`src/rtl/alu_pkg.sv`:
```
// Shared ALU-control definitions: base op codes, R-type opcodes, FSM states.
package alu_pkg;

    // Base 4-bit ALU operation codes, zero-extended to OPT_W by users
    localparam logic [3:0] OP_AND   = 4'b0000;
    localparam logic [3:0] OP_ORR   = 4'b0001;
    localparam logic [3:0] OP_ADD   = 4'b0010;
    localparam logic [3:0] OP_EOR   = 4'b0011;
    localparam logic [3:0] OP_LSL   = 4'b0100;
    localparam logic [3:0] OP_LSR   = 4'b0101;
    localparam logic [3:0] OP_SUB   = 4'b0110;
    localparam logic [3:0] OP_PASSB = 4'b0111;
    localparam logic [3:0] OP_MUL   = 4'b1000;

    // R-type opcode field, instruction[31:21]
    localparam logic [10:0] RT_ADD = 11'b10001011000;
    localparam logic [10:0] RT_SUB = 11'b11001011000;
    localparam logic [10:0] RT_AND = 11'b10001010000;
    localparam logic [10:0] RT_ORR = 11'b10101010000;
    localparam logic [10:0] RT_EOR = 11'b11001010000;
    localparam logic [10:0] RT_LSL = 11'b11010011011;
    localparam logic [10:0] RT_LSR = 11'b11010011010;
    localparam logic [10:0] RT_MUL = 11'b10011011000;

    typedef enum logic [1:0] {
        S_IDLE = 2'd0,
        S_HOLD = 2'd1,
        S_MUL  = 2'd2
    } state_t;

endpackage

```
`src/rtl/alu_control_seq_if.sv`:
```
// Decode-side request and execute-side response bundle of the ALU-control stage.
interface alu_control_seq_if #(
    parameter int OPT_W = 4,
    parameter int CNT_W = 8
);
    logic             in_valid;
    logic             in_ready;
    logic [1:0]       ALUop;
    logic [31:0]      instruction;
    logic             out_valid;
    logic             out_ready;
    logic [OPT_W-1:0] opt;
    logic             illegal;
    logic             busy;
    logic [CNT_W-1:0] illegal_cnt;

    // Environment side: presents instructions and consumes decoded ops
    modport master (
        output in_valid, ALUop, instruction, out_ready,
        input  in_ready, out_valid, opt, illegal, busy, illegal_cnt
    );

    // Block side: the ALU-control stage itself
    modport slave (
        input  in_valid, ALUop, instruction, out_ready,
        output in_ready, out_valid, opt, illegal, busy, illegal_cnt
    );
endinterface

```
`src/rtl/alu_op_decode.sv`:
```
// Combinational {ALUop, R-type opcode} -> ALU op decoder, shared with the hazard unit.
module alu_op_decode
    import alu_pkg::*;
#(
    parameter int               OPT_W       = 4,
    parameter logic [OPT_W-1:0] ILLEGAL_OPT = '1
) (
    input  logic [1:0]       aluop_i,
    input  logic [10:0]      opcode_i,
    output logic [OPT_W-1:0] opt_o,
    output logic             illegal_o,
    output logic             is_mul_o
);
    logic [3:0] code;

    // Priority decode: ALUop[0] forces PASS_B, 00 is address ADD, 10 looks at the opcode
    always_comb begin
        code      = OP_ADD;
        illegal_o = 1'b0;
        is_mul_o  = 1'b0;
        if (aluop_i[0]) begin
            code = OP_PASSB;
        end else if (aluop_i[1]) begin
            case (opcode_i)
                RT_ADD:  code = OP_ADD;
                RT_SUB:  code = OP_SUB;
                RT_AND:  code = OP_AND;
                RT_ORR:  code = OP_ORR;
                RT_EOR:  code = OP_EOR;
                RT_LSL:  code = OP_LSL;
                RT_LSR:  code = OP_LSR;
                RT_MUL: begin
                    code     = OP_MUL;
                    is_mul_o = 1'b1;
                end
                default: illegal_o = 1'b1;
            endcase
        end
        opt_o = illegal_o ? ILLEGAL_OPT : OPT_W'(code);
    end
endmodule

```
`src/rtl/alu_control_seq.sv`:
```
// Registered, valid/ready ALU-control stage with multiply stall and illegal-op counter.
module alu_control_seq
    import alu_pkg::*;
#(
    parameter int               OPT_W       = 4,
    parameter int               MUL_CYCLES  = 4,
    parameter int               CNT_W       = 8,
    parameter logic [OPT_W-1:0] ILLEGAL_OPT = '1
) (
    input logic               clk,
    input logic               rst,
    alu_control_seq_if.slave  bus
);
    localparam int MC_W       = (MUL_CYCLES > 1) ? $clog2(MUL_CYCLES) : 1;
    localparam bit MUL_STALLS = (MUL_CYCLES > 1);

    state_t           state_q, state_d;
    logic [MC_W-1:0]  mcnt_q, mcnt_d;
    logic [OPT_W-1:0] opt_q;
    logic             illegal_q;
    logic             mul_held_q;
    logic [CNT_W-1:0] cnt_q;

    logic [OPT_W-1:0] dec_opt;
    logic             dec_illegal;
    logic             dec_is_mul;
    logic             in_ready;
    logic             accept;
    logic             unused_instr_bits;

    // Only instruction[31:21] takes part in the decode
    assign unused_instr_bits = ^bus.instruction[20:0];

    alu_op_decode #(
        .OPT_W       (OPT_W),
        .ILLEGAL_OPT (ILLEGAL_OPT)
    ) u_dec (
        .aluop_i   (bus.ALUop),
        .opcode_i  (bus.instruction[31:21]),
        .opt_o     (dec_opt),
        .illegal_o (dec_illegal),
        .is_mul_o  (dec_is_mul)
    );

    assign accept = bus.in_valid & in_ready;

    // State register and multiply countdown
    always_ff @(posedge clk) begin
        if (rst) begin
            state_q <= S_IDLE;
            mcnt_q  <= '0;
        end else begin
            state_q <= state_d;
            mcnt_q  <= mcnt_d;
        end
    end

    // Held op, its MUL tag and the saturating illegal counter, all loaded on accept
    always_ff @(posedge clk) begin
        if (rst) begin
            opt_q      <= ILLEGAL_OPT;
            illegal_q  <= 1'b0;
            mul_held_q <= 1'b0;
            cnt_q      <= '0;
        end else if (accept) begin
            opt_q      <= dec_opt;
            illegal_q  <= dec_illegal;
            // With a single-cycle multiplier a MUL is just another op
            mul_held_q <= dec_is_mul & MUL_STALLS;
            if (dec_illegal && (cnt_q != '1)) begin
                cnt_q <= cnt_q + CNT_W'(1);
            end
        end
    end

    // Next-state: hold until consumed, then idle, chain back-to-back, or enter the MUL stall
    always_comb begin
        state_d = state_q;
        mcnt_d  = mcnt_q;
        unique case (state_q)
            S_IDLE: begin
                if (accept) state_d = S_HOLD;
            end
            S_HOLD: begin
                if (bus.out_ready) begin
                    if (mul_held_q) begin
                        state_d = S_MUL;
                        mcnt_d  = MC_W'(MUL_CYCLES - 1);
                    end else if (accept) begin
                        state_d = S_HOLD;
                    end else begin
                        state_d = S_IDLE;
                    end
                end
            end
            S_MUL: begin
                mcnt_d = mcnt_q - MC_W'(1);
                if (mcnt_q == MC_W'(1)) state_d = S_IDLE;
            end
            default: state_d = S_IDLE;
        endcase
    end

    // Handshake outputs from the current state; a held MUL blocks issue until the stall starts
    always_comb begin
        in_ready      = 1'b0;
        bus.out_valid = 1'b0;
        bus.busy      = 1'b0;
        unique case (state_q)
            S_IDLE: in_ready = 1'b1;
            S_HOLD: begin
                bus.out_valid = 1'b1;
                in_ready      = bus.out_ready & ~mul_held_q;
            end
            S_MUL:  bus.busy = 1'b1;
            default: in_ready = 1'b0;
        endcase
    end

    assign bus.in_ready    = in_ready;
    assign bus.opt         = opt_q;
    assign bus.illegal     = illegal_q;
    assign bus.illegal_cnt = cnt_q;
endmodule

```
`src/flat_wrapper.sv`:
```
// flat-port wrapper written by rule: the top's interface ports become plain ports
module alu_control_seq_flat import alu_pkg::*;
#(
    parameter int               OPT_W       = 4,
    parameter int               MUL_CYCLES  = 4,
    parameter int               CNT_W       = 8,
    parameter logic [OPT_W-1:0] ILLEGAL_OPT = '1
)
  (clk, rst, bus_in_valid, bus_ALUop, bus_instruction, bus_out_ready, bus_in_ready, bus_out_valid, bus_opt, bus_illegal, bus_busy, bus_illegal_cnt);
  alu_control_seq_if #(.OPT_W(OPT_W), .CNT_W(CNT_W)) bus_i ();
  input logic clk;
  input logic rst;
  input wire logic [$bits(bus_i.in_valid)-1:0] bus_in_valid;
  input wire logic [$bits(bus_i.ALUop)-1:0] bus_ALUop;
  input wire logic [$bits(bus_i.instruction)-1:0] bus_instruction;
  input wire logic [$bits(bus_i.out_ready)-1:0] bus_out_ready;
  output wire logic [$bits(bus_i.in_ready)-1:0] bus_in_ready;
  output wire logic [$bits(bus_i.out_valid)-1:0] bus_out_valid;
  output wire logic [$bits(bus_i.opt)-1:0] bus_opt;
  output wire logic [$bits(bus_i.illegal)-1:0] bus_illegal;
  output wire logic [$bits(bus_i.busy)-1:0] bus_busy;
  output wire logic [$bits(bus_i.illegal_cnt)-1:0] bus_illegal_cnt;
  assign bus_i.in_valid = bus_in_valid;
  assign bus_i.ALUop = bus_ALUop;
  assign bus_i.instruction = bus_instruction;
  assign bus_i.out_ready = bus_out_ready;
  assign bus_in_ready = bus_i.in_ready;
  assign bus_out_valid = bus_i.out_valid;
  assign bus_opt = bus_i.opt;
  assign bus_illegal = bus_i.illegal;
  assign bus_busy = bus_i.busy;
  assign bus_illegal_cnt = bus_i.illegal_cnt;
  alu_control_seq #(.OPT_W(OPT_W), .MUL_CYCLES(MUL_CYCLES), .CNT_W(CNT_W), .ILLEGAL_OPT(ILLEGAL_OPT)) u_core (.clk(clk), .rst(rst), .bus(bus_i));
endmodule
```
`config.mk`:
```
export PLATFORM = sky130hd
export DESIGN_NAME = alu_control_seq_flat
export DESIGN_NICKNAME = d
export VERILOG_FILES = /design/src/rtl/alu_pkg.sv /design/src/rtl/alu_control_seq_if.sv /design/src/rtl/alu_op_decode.sv /design/src/rtl/alu_control_seq.sv /design/src/flat_wrapper.sv
export SDC_FILE = /design/constraint.sdc
export NUM_CORES = 1
export LEC_CHECK = 0
export BUFFER_PORTS_ARGS = -buffer_cell sky130_fd_sc_hd__clkbuf_2
export CAP_MARGIN = 20
export CORE_UTILIZATION = 40
export CTS_BUF_LIST = sky130_fd_sc_hd__clkbuf_8
export CTS_CLUSTER_DIAMETER = 50
export CTS_CLUSTER_SIZE = 14
export DETAILED_ROUTE_END_ITERATION = 8
export PLACE_DENSITY_LB_ADDON = 0.3
export SYNTH_ARGS = -nofsm -noshare
export SYNTH_HDL_FRONTEND = slang
export SYNTH_HIERARCHICAL = 1
export SYNTH_SLANG_ARGS = --single-unit
```
`constraint.sdc`:
```
create_clock -name clk -period 3.44 [get_ports clk]
set_input_delay 0.344 -clock clk [delete_from_list [all_inputs] [get_ports clk]]
set_output_delay 0.344 -clock clk [all_outputs]
set_load 0.01 [all_outputs]
```
==> summary.txt <==
Drt wl/cell: 13.0 µm
Total congestion overflow: 0
Status: finished clean
Layout area overhead: 21.0%
Worst hold path class: in2reg
Post-DP HPWL: 1.90 mm
Crit path arrival time: 2280 ps
Final Total Pwr: 0.447 mW
Inst Count DP: 185
Mean post-synth cell area: 8.39 µm²
Synth area leaders: dfxtp_1 (33%), a21oi_1 (7.9%), a211o_1 (4.0%)
Area leader, netlist: dfxtp_1
Slowest stage delay, CP: 400 ps
Worst Skew: 1.78 ps
Initial Util: 0.429
Die Area: 0.00292 mm²
Mapped Cells: 129
Post-synth EDFFs: 0
Post-CTS Resized: 0
Tot GR Track Use: 0.180
CTS Sinks: 18
Clock buffer depth: 2
Fin nets: 200
# DRC: 0
Die H: 54.0 µm
H-tree lvl count: 1
Vias: 1055
Peak VDD IR: 0.419 mV
DRT iter0 DRCs: 26
Share of cells above drive strength 1: 0.277
Slew headroom: 0.496
Worst Hold Slack: 376 ps
Worst Setup End Kind: flip-flop
Crit-path cells: clkbuf_2 > and3b_1 > o21ai_2 > a21oi_4 > nor2_1 > inv_1 > a211o_1 > nor4_1 > mux2_2
Clk slew on worst S/H paths: 70 ps
Largest net degree at the start of global routing: 20
Synth top area share: 0.333
Critical path fanouts, max: 16
Place WS: 1060 ps
WS Path Type: in2reg
RSZ-0062 raised after global routing: false
First-pass GRT wire length: 3.92 mm
Most common cell after layout, fill and taps aside: clkbuf_2
First drt pass iteration count: 4
GPL Wtd Cong: 0.804
DP Area: 0.00125 mm²
Max Cap Violations: 0
Worst slew pin tran: 756 ps
Antenna viol nets, final: 0
Yosys cell types: 43
Vias in the first global route: 934
# IOs: 54
ANT cells: 0
Power per cell area: 341 mW/mm²
Drt via density: 5.58
YS warnings: 6
Num rows: 18
Initial antenna violation count: 0
Number of setup buffers added after CTS: 0
Mapped Nets: 169
Clk Latency, worst-skew pair: 250 ps
Sequential cell area fraction in the yosys report: 0.333
Top FF cell, synth: dfxtp_1
Final non-filler cell total: 189
Endpoints failing hold: 0
CTS Hold Bufs: 0
Startpoint Class: primary input
Max-slew violations: 0
Asr flop ratio synth: 0
Setup TNS: 0 ps
CP required: 3580 ps
Lkg Pwr: 0.529 nW
Final cycle utilization of the critical path: 0.620
Endpoints failing setup: 0
Post-layout util: 0.519
Cell Area, Synth: 0.00108 mm²
Fmax: 469 MHz
Most frequent cells in the layout: clkbuf_2 (32), dfxtp_1 (18), a21oi_1 (17), inv_1 (8), nor2_1 (7)
Fin crit period: 2130 ps
Worst setup margin: 1310 ps
Finished layout cell area: 0.00131 mm²
Crit-path slowest cell: a211o_1
Horiz. Die Dim: 54.0 µm
Core area: 0.00252 mm²
# port buffers: 32
CTS buffer count: 3
Flops & latches, synth: 18
Clock tree from TritonCTS: yes
Final WL: 2.45 mm
Root Driver: clkbuf_8
[report_power, final]
| group | internal [mW] | total (mW) | leakage [nW] | switching, mW |
|---|---|---|---|---|
| Sequential | 0.214 | 0.218 | 0.146 | 0.00464 |
| Clock | 0.102 | 0.173 | 0.0288 | 0.0711 |
| Combinational | 0.0246 | 0.0561 | 0.354 | 0.0315 |
| Total | 0.340 | 0.447 | 0.529 | 0.107 |
[cell usage after synthesis (2+ instances only)]
master,n
nand3_1,4
dfxtp_1,18
inv_1,8
and4b_1,2
nor2_1,7
nand2b_1,5
and4_1,2
nor4_1,2
o21ai_1,2
ha_1,2
clkbuf_1,3
nand2_1,6
or4_1,4
mux2_2,2
buf_2,2
o31ai_1,3
nor2b_1,5
a31oi_1,2
o21ai_0,6
a211o_1,5
a21oi_1,17
[final cells by class]
type / count / area [µm²]
Clock buffer: 4 / 55.1
Fill cell: 246 / 1210
Inverter: 8 / 30.0
Multi-Input combinational cell: 97 / 667
Sequential cell: 18 / 360
Tap cell: 30 / 37.5
Timing Repair Buffer: 32 / 160
[path summary, 6_finish.rpt]
path / start / end / slack [ps] / cells after the start
setup / recovery: bus_instruction[22] / u_core/bus.illegal_cnt[5] / 1310 / 9
hold / removal: bus_in_valid / u_core/state_q[0] / 380 / 3
setup reg to reg: u_core/state_q[1] / u_core/bus.illegal_cnt[5] / 1550 / 4
hold reg to reg: u_core/mul_held_q / u_core/mul_held_q / 490 / 2
[logic make-up (layout without fill, tap and decap cells)]
group,after synthesis,in the layout,share of synthesized area
multiplexers,2,2,0.0208
AND/OR/NAND/NOR,50,50,0.314
XOR/XNOR,1,1,0.00809
flip-flops,18,18,0.333
buffers and inverters,14,44,0.0509
AO/OA/AOI/OAI,42,42,0.250
adder cells (fa/ha/maj),2,2,0.0231
[flip-flops by register name, indices dropped and copies added, names as in the netlist]
signal and flops:
u_core/bus.illegal_cnt 8, u_core/bus.opt 4, u_core/mcnt_q 2, u_core/state_q 2
u_core/bus.illegal 1, u_core/mul_held_q 1
[worst max-delay path, delay by kind of cell]
kind,cells,cell delay (ps)
buf+inv,2,180
mux,1,380
simple gates,3,690
compound gates,3,670
[layer usage]
layer / part of all wire / track usage / up-vias
li1: - / - / 539
met1: 0.47 / 0.222 / 491
met2: 0.48 / 0.305 / 25
met3: 0.047 / 0.0650 / 0
met4: 0 / 0.0214 / 0
met5: 0 / 0 / -
(Power assumes the default switching activity.)
